$ cat src/rtl/service_uart_rx.sv
// -----------------------------------------------------------------------------
// service_uart_rx
//
// Receives 8N1 characters on the q line of the servant SoC, which transmits a
// bit-banged UART. Each received byte is shown on a one-entry valid/ready output.
// Used as an on-board console monitor and as a byte checker in simulation.
//
// Parameters
//   CLKS_PER_BIT  i_clk cycles per UART bit (>= 4)
//   SYNC_STAGES   flops in the i_rx synchronizer (>= 2)
//
// Ports
//   i_clk        clock, the same clock as the service top
//   i_rst        synchronous reset, active high
//   i_rx         serial input, idle high
//   o_data       received byte; the first bit received is the LSB
//   o_valid      o_data holds a byte that has not been consumed
//   i_ready      the consumer accepts o_data while o_valid is high
//   o_frame_err  one-cycle pulse when the stop bit is sampled low
//   o_overrun    sticky; a byte was dropped because the holding register was full
//
// Configuration
//   SERVICE_UART_RX_MAJORITY_EN  when defined, each sample point takes the
//   2-of-3 majority of rx_s at counts p-1, p and p+1. When it is not defined,
//   each sample point takes a single sample of rx_s at count p.
// -----------------------------------------------------------------------------
module service_uart_rx #(
  parameter int unsigned CLKS_PER_BIT = 139,
  parameter int unsigned SYNC_STAGES  = 2
) (
  input  logic       i_clk,
  input  logic       i_rst,
  input  logic       i_rx,
  output logic [7:0] o_data,
  output logic       o_valid,
  input  logic       i_ready,
  output logic       o_frame_err,
  output logic       o_overrun
);

  localparam int unsigned CW = $clog2(CLKS_PER_BIT);
  localparam logic [CW-1:0] HALF_M1 = CW'(CLKS_PER_BIT / 2 - 1);
  localparam logic [CW-1:0] BIT_M1  = CW'(CLKS_PER_BIT - 1);
  localparam logic [CW-1:0] CNT_ONE = CW'(1);

  typedef enum logic [2:0] {
    ST_IDLE,
    ST_START,
    ST_DATA,
    ST_STOP,
    ST_BREAK
  } state_t;

  state_t           state_q, state_d;
  logic [CW-1:0]    cnt_q, cnt_d;
  logic [2:0]       idx_q, idx_d;
  logic [7:0]       shift_q, shift_d;
  logic [7:0]       data_q, data_d;
  logic             valid_q, valid_d;
  logic             ferr_q, ferr_d;
  logic             ovr_q, ovr_d;
  logic [SYNC_STAGES-1:0] sync_q;
  logic             rx_s;
  logic             rx_bit;
  logic             deliver;

  // The synchronizer resets to ones, which is the idle level of the line.
  // A reset therefore cannot look like a start edge.
  always_ff @(posedge i_clk) begin
    if (i_rst) sync_q <= '1;
    else       sync_q <= {sync_q[SYNC_STAGES-2:0], i_rx};
  end

  assign rx_s = sync_q[SYNC_STAGES-1];

`ifdef SERVICE_UART_RX_MAJORITY_EN
  // The stage just before rx_s already holds the value that rx_s takes in the
  // next cycle. So the vote covers counts p-1, p and p+1, and the decision
  // still happens at count p.
  logic rx_d1;
  logic rx_next;

  assign rx_next = sync_q[SYNC_STAGES-2];

  always_ff @(posedge i_clk) begin
    if (i_rst) rx_d1 <= 1'b1;
    else       rx_d1 <= rx_s;
  end

  assign rx_bit = (rx_d1 & rx_s) | (rx_d1 & rx_next) | (rx_s & rx_next);
`else
  assign rx_bit = rx_s;
`endif

  // NOTE: every signal driven in always_comb gets a default value first.
  // Without these defaults, any path that skips an assignment infers a latch.
  always_comb begin
    state_d = state_q;
    cnt_d   = cnt_q + CNT_ONE;
    idx_d   = idx_q;
    shift_d = shift_q;
    deliver = 1'b0;
    ferr_d  = 1'b0;

    unique case (state_q)
      ST_IDLE: begin
        cnt_d = '0;
        if (!rx_s) state_d = ST_START;
      end
      ST_START: begin
        if (cnt_q == HALF_M1) begin
          cnt_d   = '0;
          idx_d   = '0;
          // A start bit that is high again at mid-bit is noise. Drop it without a flag.
          state_d = rx_bit ? ST_IDLE : ST_DATA;
        end
      end
      ST_DATA: begin
        if (cnt_q == BIT_M1) begin
          cnt_d   = '0;
          shift_d = {rx_bit, shift_q[7:1]};
          idx_d   = idx_q + 3'd1;
          if (idx_q == 3'd7) state_d = ST_STOP;
        end
      end
      ST_STOP: begin
        if (cnt_q == BIT_M1) begin
          cnt_d = '0;
          // Leaving at mid stop bit gives half a bit of margin before the
          // next start edge of a back-to-back frame.
          if (rx_bit) begin
            deliver = 1'b1;
            state_d = ST_IDLE;
          end else begin
            ferr_d  = 1'b1;
            state_d = ST_BREAK;
          end
        end
      end
      ST_BREAK: begin
        // Hold here while the line stays low, so a break produces no frames.
        cnt_d = '0;
        if (rx_s) state_d = ST_IDLE;
      end
      default: begin
        state_d = ST_IDLE;
        cnt_d   = '0;
      end
    endcase
  end

  // Holding register. A handshake and a new byte in the same cycle is a
  // replacement, not an overrun.
  always_comb begin
    data_d  = data_q;
    valid_d = valid_q;
    ovr_d   = ovr_q;
    if (valid_q && i_ready) valid_d = 1'b0;
    if (deliver) begin
      if (valid_q && !i_ready) begin
        ovr_d = 1'b1;
      end else begin
        data_d  = shift_q;
        valid_d = 1'b1;
      end
    end
  end

  // NOTE: sequential state uses non-blocking assignments. Every register then
  // samples its value from before the edge, whatever the statement order.
  always_ff @(posedge i_clk) begin
    if (i_rst) begin
      state_q <= ST_IDLE;
      cnt_q   <= '0;
      idx_q   <= '0;
      shift_q <= '0;
      data_q  <= '0;
      valid_q <= 1'b0;
      ferr_q  <= 1'b0;
      ovr_q   <= 1'b0;
    end else begin
      state_q <= state_d;
      cnt_q   <= cnt_d;
      idx_q   <= idx_d;
      shift_q <= shift_d;
      data_q  <= data_d;
      valid_q <= valid_d;
      ferr_q  <= ferr_d;
      ovr_q   <= ovr_d;
    end
  end

  assign o_data      = data_q;
  assign o_valid     = valid_q;
  assign o_frame_err = ferr_q;
  assign o_overrun   = ovr_q;

endmodule

$ cat config.mk
export PLATFORM = sky130hd
export DESIGN_NAME = service_uart_rx
export DESIGN_NICKNAME = d
export VERILOG_FILES = /design/src/rtl/service_uart_rx.sv
export SDC_FILE = /design/constraint.sdc
export NUM_CORES = 1
export LEC_CHECK = 0
export CAP_MARGIN = 10
export CORE_ASPECT_RATIO = 0.9
export CORE_UTILIZATION = 45
export CTS_CLUSTER_DIAMETER = 120
export DETAILED_ROUTE_END_ITERATION = 10
export MAX_ROUTING_LAYER = met4
export PLACE_DENSITY = 0.72
export SYNTH_ARGS = -nofsm -noshare
export SYNTH_HDL_FRONTEND = slang
export SYNTH_SLANG_ARGS = --single-unit
export TNS_END_PERCENT = 5
$ cat constraint.sdc
create_clock -name i_clk -period 3.1 [get_ports i_clk]
set_clock_uncertainty 0.05 [all_clocks]
set_input_delay 0.31 -clock i_clk [delete_from_list [all_inputs] [get_ports i_clk]]
set_output_delay 0.31 -clock i_clk [all_outputs]
set_load 0.1 [all_outputs]
Word-level counts from Yosys, hierarchy flattened
Index checks and enable logic that the tools add are counted.

Bits in registers: 35. Input bits: 4. Output and inout port bits: 11. Logic and storage cells: 61.

Add/subtract/negate cells: 2. Eq/ne operators: 13. Mux-type cells: 22. Bitwise logic cells: 3. Reduce and logical (&&, ||, !) cells: 12.

Operators with widths (count): 2-to-1 mux 3 bit (9); 2-to-1 mux 8 bit (2); one-hot mux 8 bit (2 select lines) (1); one-hot mux 3 bit (5 select lines) (1); != test 2 bit, second input constant (6); adder 8 x 1 -> 8 bit, second input constant (1); == test 8 x 7 -> 1 bit, second input constant (1); == test 8 bit, second input constant (1); 2-to-1 mux 1 bit (7); == test 3 x 2 -> 1 bit, second input constant (2); == test 3 bit, second input constant (2); one-hot mux 3 bit (2 select lines) (1); AND reduction 2 bit (3); AND reduction 6 bit (1); adder 3 x 1 -> 3 bit, second input constant (1); == test 3 x 1 -> 1 bit, second input constant (1); logical NOT 3 bit (1); inverter 1 bit (3); AND reduction 3 bit (1); OR reduction 3 bit (1); logical AND 1 bit (2); 2-to-1 mux 2 bit (1); nonzero test 2 bit (1); OR reduction 2 bit (1); logical NOT 1 bit (1).

Longest topological paths before layout
Depth in word-level cells: 4. Mapped depth: 8. Gate-level depth less buffers: 6.

Least setup slack after synthesis
No wires, ideal clock.

Path kind: reg2reg. From: register cnt_q[0]. To: register idx_q[1]. Setup time: 0.071 ns. Arrival time: 2.100 ns. Required time: 2.979 ns. Setup slack: 0.879 ns. Cell stages (with the launch flop): 8. Path buffers: 1. Clock period less this slack: 2.221 ns. Cells stage by stage: dfxtp_1 > inv_1 > ha_1 > or4b_4 > or4_1 > clkbuf_1 > or4_1 > a21oi_1.

Longest elaborated chain between the ends: 3. Elaborated cells on any way between the ends: 5. Those cells by class: eq/ne: 4; reduce/logical: 1.

Ends and longest elaborated chain: start, declared (line 55) `logic [CW-1:0] cnt_q, cnt_d;`; start signal, assigned (line 183) `cnt_q <= cnt_d;`; == test 8 bit / == test 8 x 7 -> 1 bit (equally long branches) (line 119, 111); != test 2 bit (no line); AND reduction 3 bit (no line) (*); end signal, assigned (line 184) `idx_q <= idx_d;`; end, declared (line 56) `logic [2:0] idx_q, idx_d;`.

Mark *: on every way between the ends. The rest lies on a longest branch, timed or not. A chain may end at the register's enable or synchronous reset.

Final worst setup path
Same ends and word-level chain as after synthesis.

==> reports/qor.yml <==
die:
  ioPinCount: 15
  core_area_um2: 3090
  die_h_um: 56.20
  dieWidth_um: 62.23
  design.die.area_um2: 3497
  initial_utilization_pct: 47.53
  num_rows: 19
worst_setup_path:
  cp.arrival_ns: 2.68
  r2r_setup_slack_ns: 0.65
  path_buf_inv: 2
  slowest_delay_ns: 0.50
  r2r_cells: 7
  crit_family: "simple AND/OR/NAND/NOR gates"
  rr_endpoint: "idx_q[1]"
  cpMostUsedCell: "or4_1"
  rr_startpoint: "cnt_q[0]"
  path_max_fanout: 14
  cp-end-kind: "flop"
  slowest_stage: "or4b_4"
  path_cells: "inv_1 > ha_1 > or4b_4 > or4_1 > buf_4 > or4_1 > a21oi_1"
  critPathKind: "flop to flop"
  cp_data_required_time_ns: 3.33
  cp-start-kind: "flop"
drt:
  dr.pass1.iters: 4
  num_vias: 1112
  met3_length_um: 99
  routedWlPerCell_um: 12.84
  finalWirelength_mm: 2.734
  dr.max_layer_used: "met4"
  routed_via_density: 5.221
  met1_length_mm: 1.277
  drtIter0Drc: 64
  wl_met2_mm: 1.272
  ant_nets: 0
  drcViolationCount: 0
placement:
  dpl.cell_count: 205
  port_buffers: 14
  place_hpwl_mm: 1.898
  finalWeightedCongestion: 0.8516
power:
  p_total_mw: 0.8065
  powerDensity_nw_per_um2: 466.8
  irDropWorstVdd_mv: 0.3872
  power.leakage_nw: 0.7368
hold_path:
  whs_path_depth: 1
  whs_endpoint: "sync_q[1]"
  hold_class: "flop to flop"
  min_from: "sync_q[0]"
global_route:
  antenna_found_initial: 0
  grt_max_degree: 27
  grt_pass1_wl_mm: 4.754
  grt_overflow: 0
  track_usage_pct: 18.33
  grt_pass1_vias: 1077
status:
  status: "completed"
finish:
  antennaDiodeCount: 0
  final_cell_mix: "dfxtp_1, nor2_1, mux2i_1"
  layout.nets: 179
  syn2layout_area_growth_pct: 17.63
  post-route-util_pct: 55.91
  instances_no_fill: 213
  drive_gt1_share_pct: 9.942
  final_common_cell: "dfxtp_1"
logic_synthesis:
  ys_seq_area_share_pct: 47.70
  muxShareOfSynthArea_pct: 12.27
  syn_avg_cell_area_um2: 9.538
  synth-seq-cells: 35
  synth.cell_area_um2: 1469
  yosys.area_share.xor_xnor_pct: 4.174
  synth_cell_types: 34
  ys_warn_count: 0
  synth_top_family_by_area: "simple AND/OR/NAND/NOR gates"
  syn_inst: 154
  synth_fa_ha_area_share_pct: 4.259
  synth.net_count: 163
  synth_compound_area_share_pct: 5.111
  synthSimpleGateAreaFrac_pct: 22.83
cts:
  clk_latency_ns: 0.34
  cts_sinks: 35
  cts_buffers: 5
  root_buffer: "clkbuf_4"
  cts_tree: "yes"
  cts_hold_buf: 0
  post-cts-setup-buffers: 0
  cts-resized-gates: 0
  clockBufferDepth: 2
  htree_levels: 2
  path_clk_slew_ns: 0.11
flow_run:
  drv_cap: 0
sta:
  setup_viol: 0
  tightestPinTransition_ns: 0.9951
  slew_viol_final: 0
  period_share_pct: 78.97
  hold_violations: 0
  layout_min_cycle_time_ns: 2.448
  setup_tns_ns: 0
  slew_headroom_pct: 33.45
  hold_ws_ns: 0.3748
  max_freq_mhz: 408.5
  grt_setup_unrepaired: "no"
-- kinds of logic (layout without fill, tap and decap cells) --
kind of cell / count (synthesis) / count (layout)
AOI/OAI and AO/OA: 12 / 12
xor gates and xnor gates: 7 / 7
adders and majority gates: 5 / 5
buffers and inverters: 14 / 31
DFF: 35 / 35
muxes: 18 / 18
and+or+nand+nor: 63 / 63
-- through the flow --
stage / cell area [µm²] / worst slack [ns]
after global placement: 1647 / 0.7534
final: 1728 / 0.6520
after detailed placement: 1647 / 0.6830
after CTS: 1728 / 0.6471
after global routing: 1728 / 0.5359
after floorplan: 1469 / 0.8791
-- state kept, by name, summed over array words and instances, names as in the netlist --
signal and cells:
cnt_q 8, o_frame_err 1, o_data 8, sync_q 2
state_q 3, o_overrun 1, idx_q 3, o_valid 1
shift_q 8
-- worst max path at each step --
stage	depth (start not counted)	slack, ns	to	startpoint
final	7	0.65	idx_q[1]	cnt_q[0]
after global routing	7	0.54	idx_q[2]	cnt_q[0]
after CTS	7	0.65	idx_q[2]	cnt_q[0]
after detailed placement	7	0.68	idx_q[2]	cnt_q[0]
after global placement	7	0.75	idx_q[1]	cnt_q[0]
after floorplan	7	0.88	idx_q[1]	cnt_q[0]
-- where the power goes --
part | switching [mW] | internal (mW)
combinational | 0.0114 | 0.0106
sequential | 0.00375 | 0.452
clock | 0.159 | 0.170
-- Yosys cell counts (all sizes together) --
cell     instances  area, µm²
clkbuf           6      22.52
o221ai           1      8.760
o211ai           1      7.510
nor2b            1      6.260
buf              1      5.000
xor2             2      17.52
and4b            1      10.01
dfxtp           35      700.7
nor3b            1      7.510
nor4b            1      8.760
mux2i           18      180.2
o21ai            1      5.000
and4bb           1      12.51
o21a             1      7.510
nand2            6      22.52
or4              3      22.52
nand4bb          1      11.26
o22ai            2      12.51
nand4b           1      8.760
inv              7      26.28
nor2            29      108.9
a211o            1      8.760
xnor2            5      43.79
nor3             2      10.01
a21oi            5      25.02
nand3b           2      15.01
and3             1      6.260
ha               5      62.56
or3              1      6.260
or4b             1      13.76
nand3            5      25.02
or2              3      18.77
nand2b           2      12.51
or3b             1      8.760
-- layout make-up --
| cell class | instances | area, µm² |
|---|---|---|
| multi-input combinational | 105 | 714.4 |
| clock inverter | 3 | 43.79 |
| timing repair buffer | 16 | 152.6 |
| sequential | 35 | 700.7 |
| tap | 42 | 52.55 |
| fill | 290 | 1363 |
| clock buffer | 5 | 37.54 |
| inverter | 7 | 26.28 |
-- routing by layer --
metal / up-vias / global-route usage, %
li1: 560 / -
met1: 521 / 20.56
met2: 22 / 28.10
met3: 9 / 5.943
met4: 0 / 11.96
met5: - / -
(Power assumes the default switching activity.)
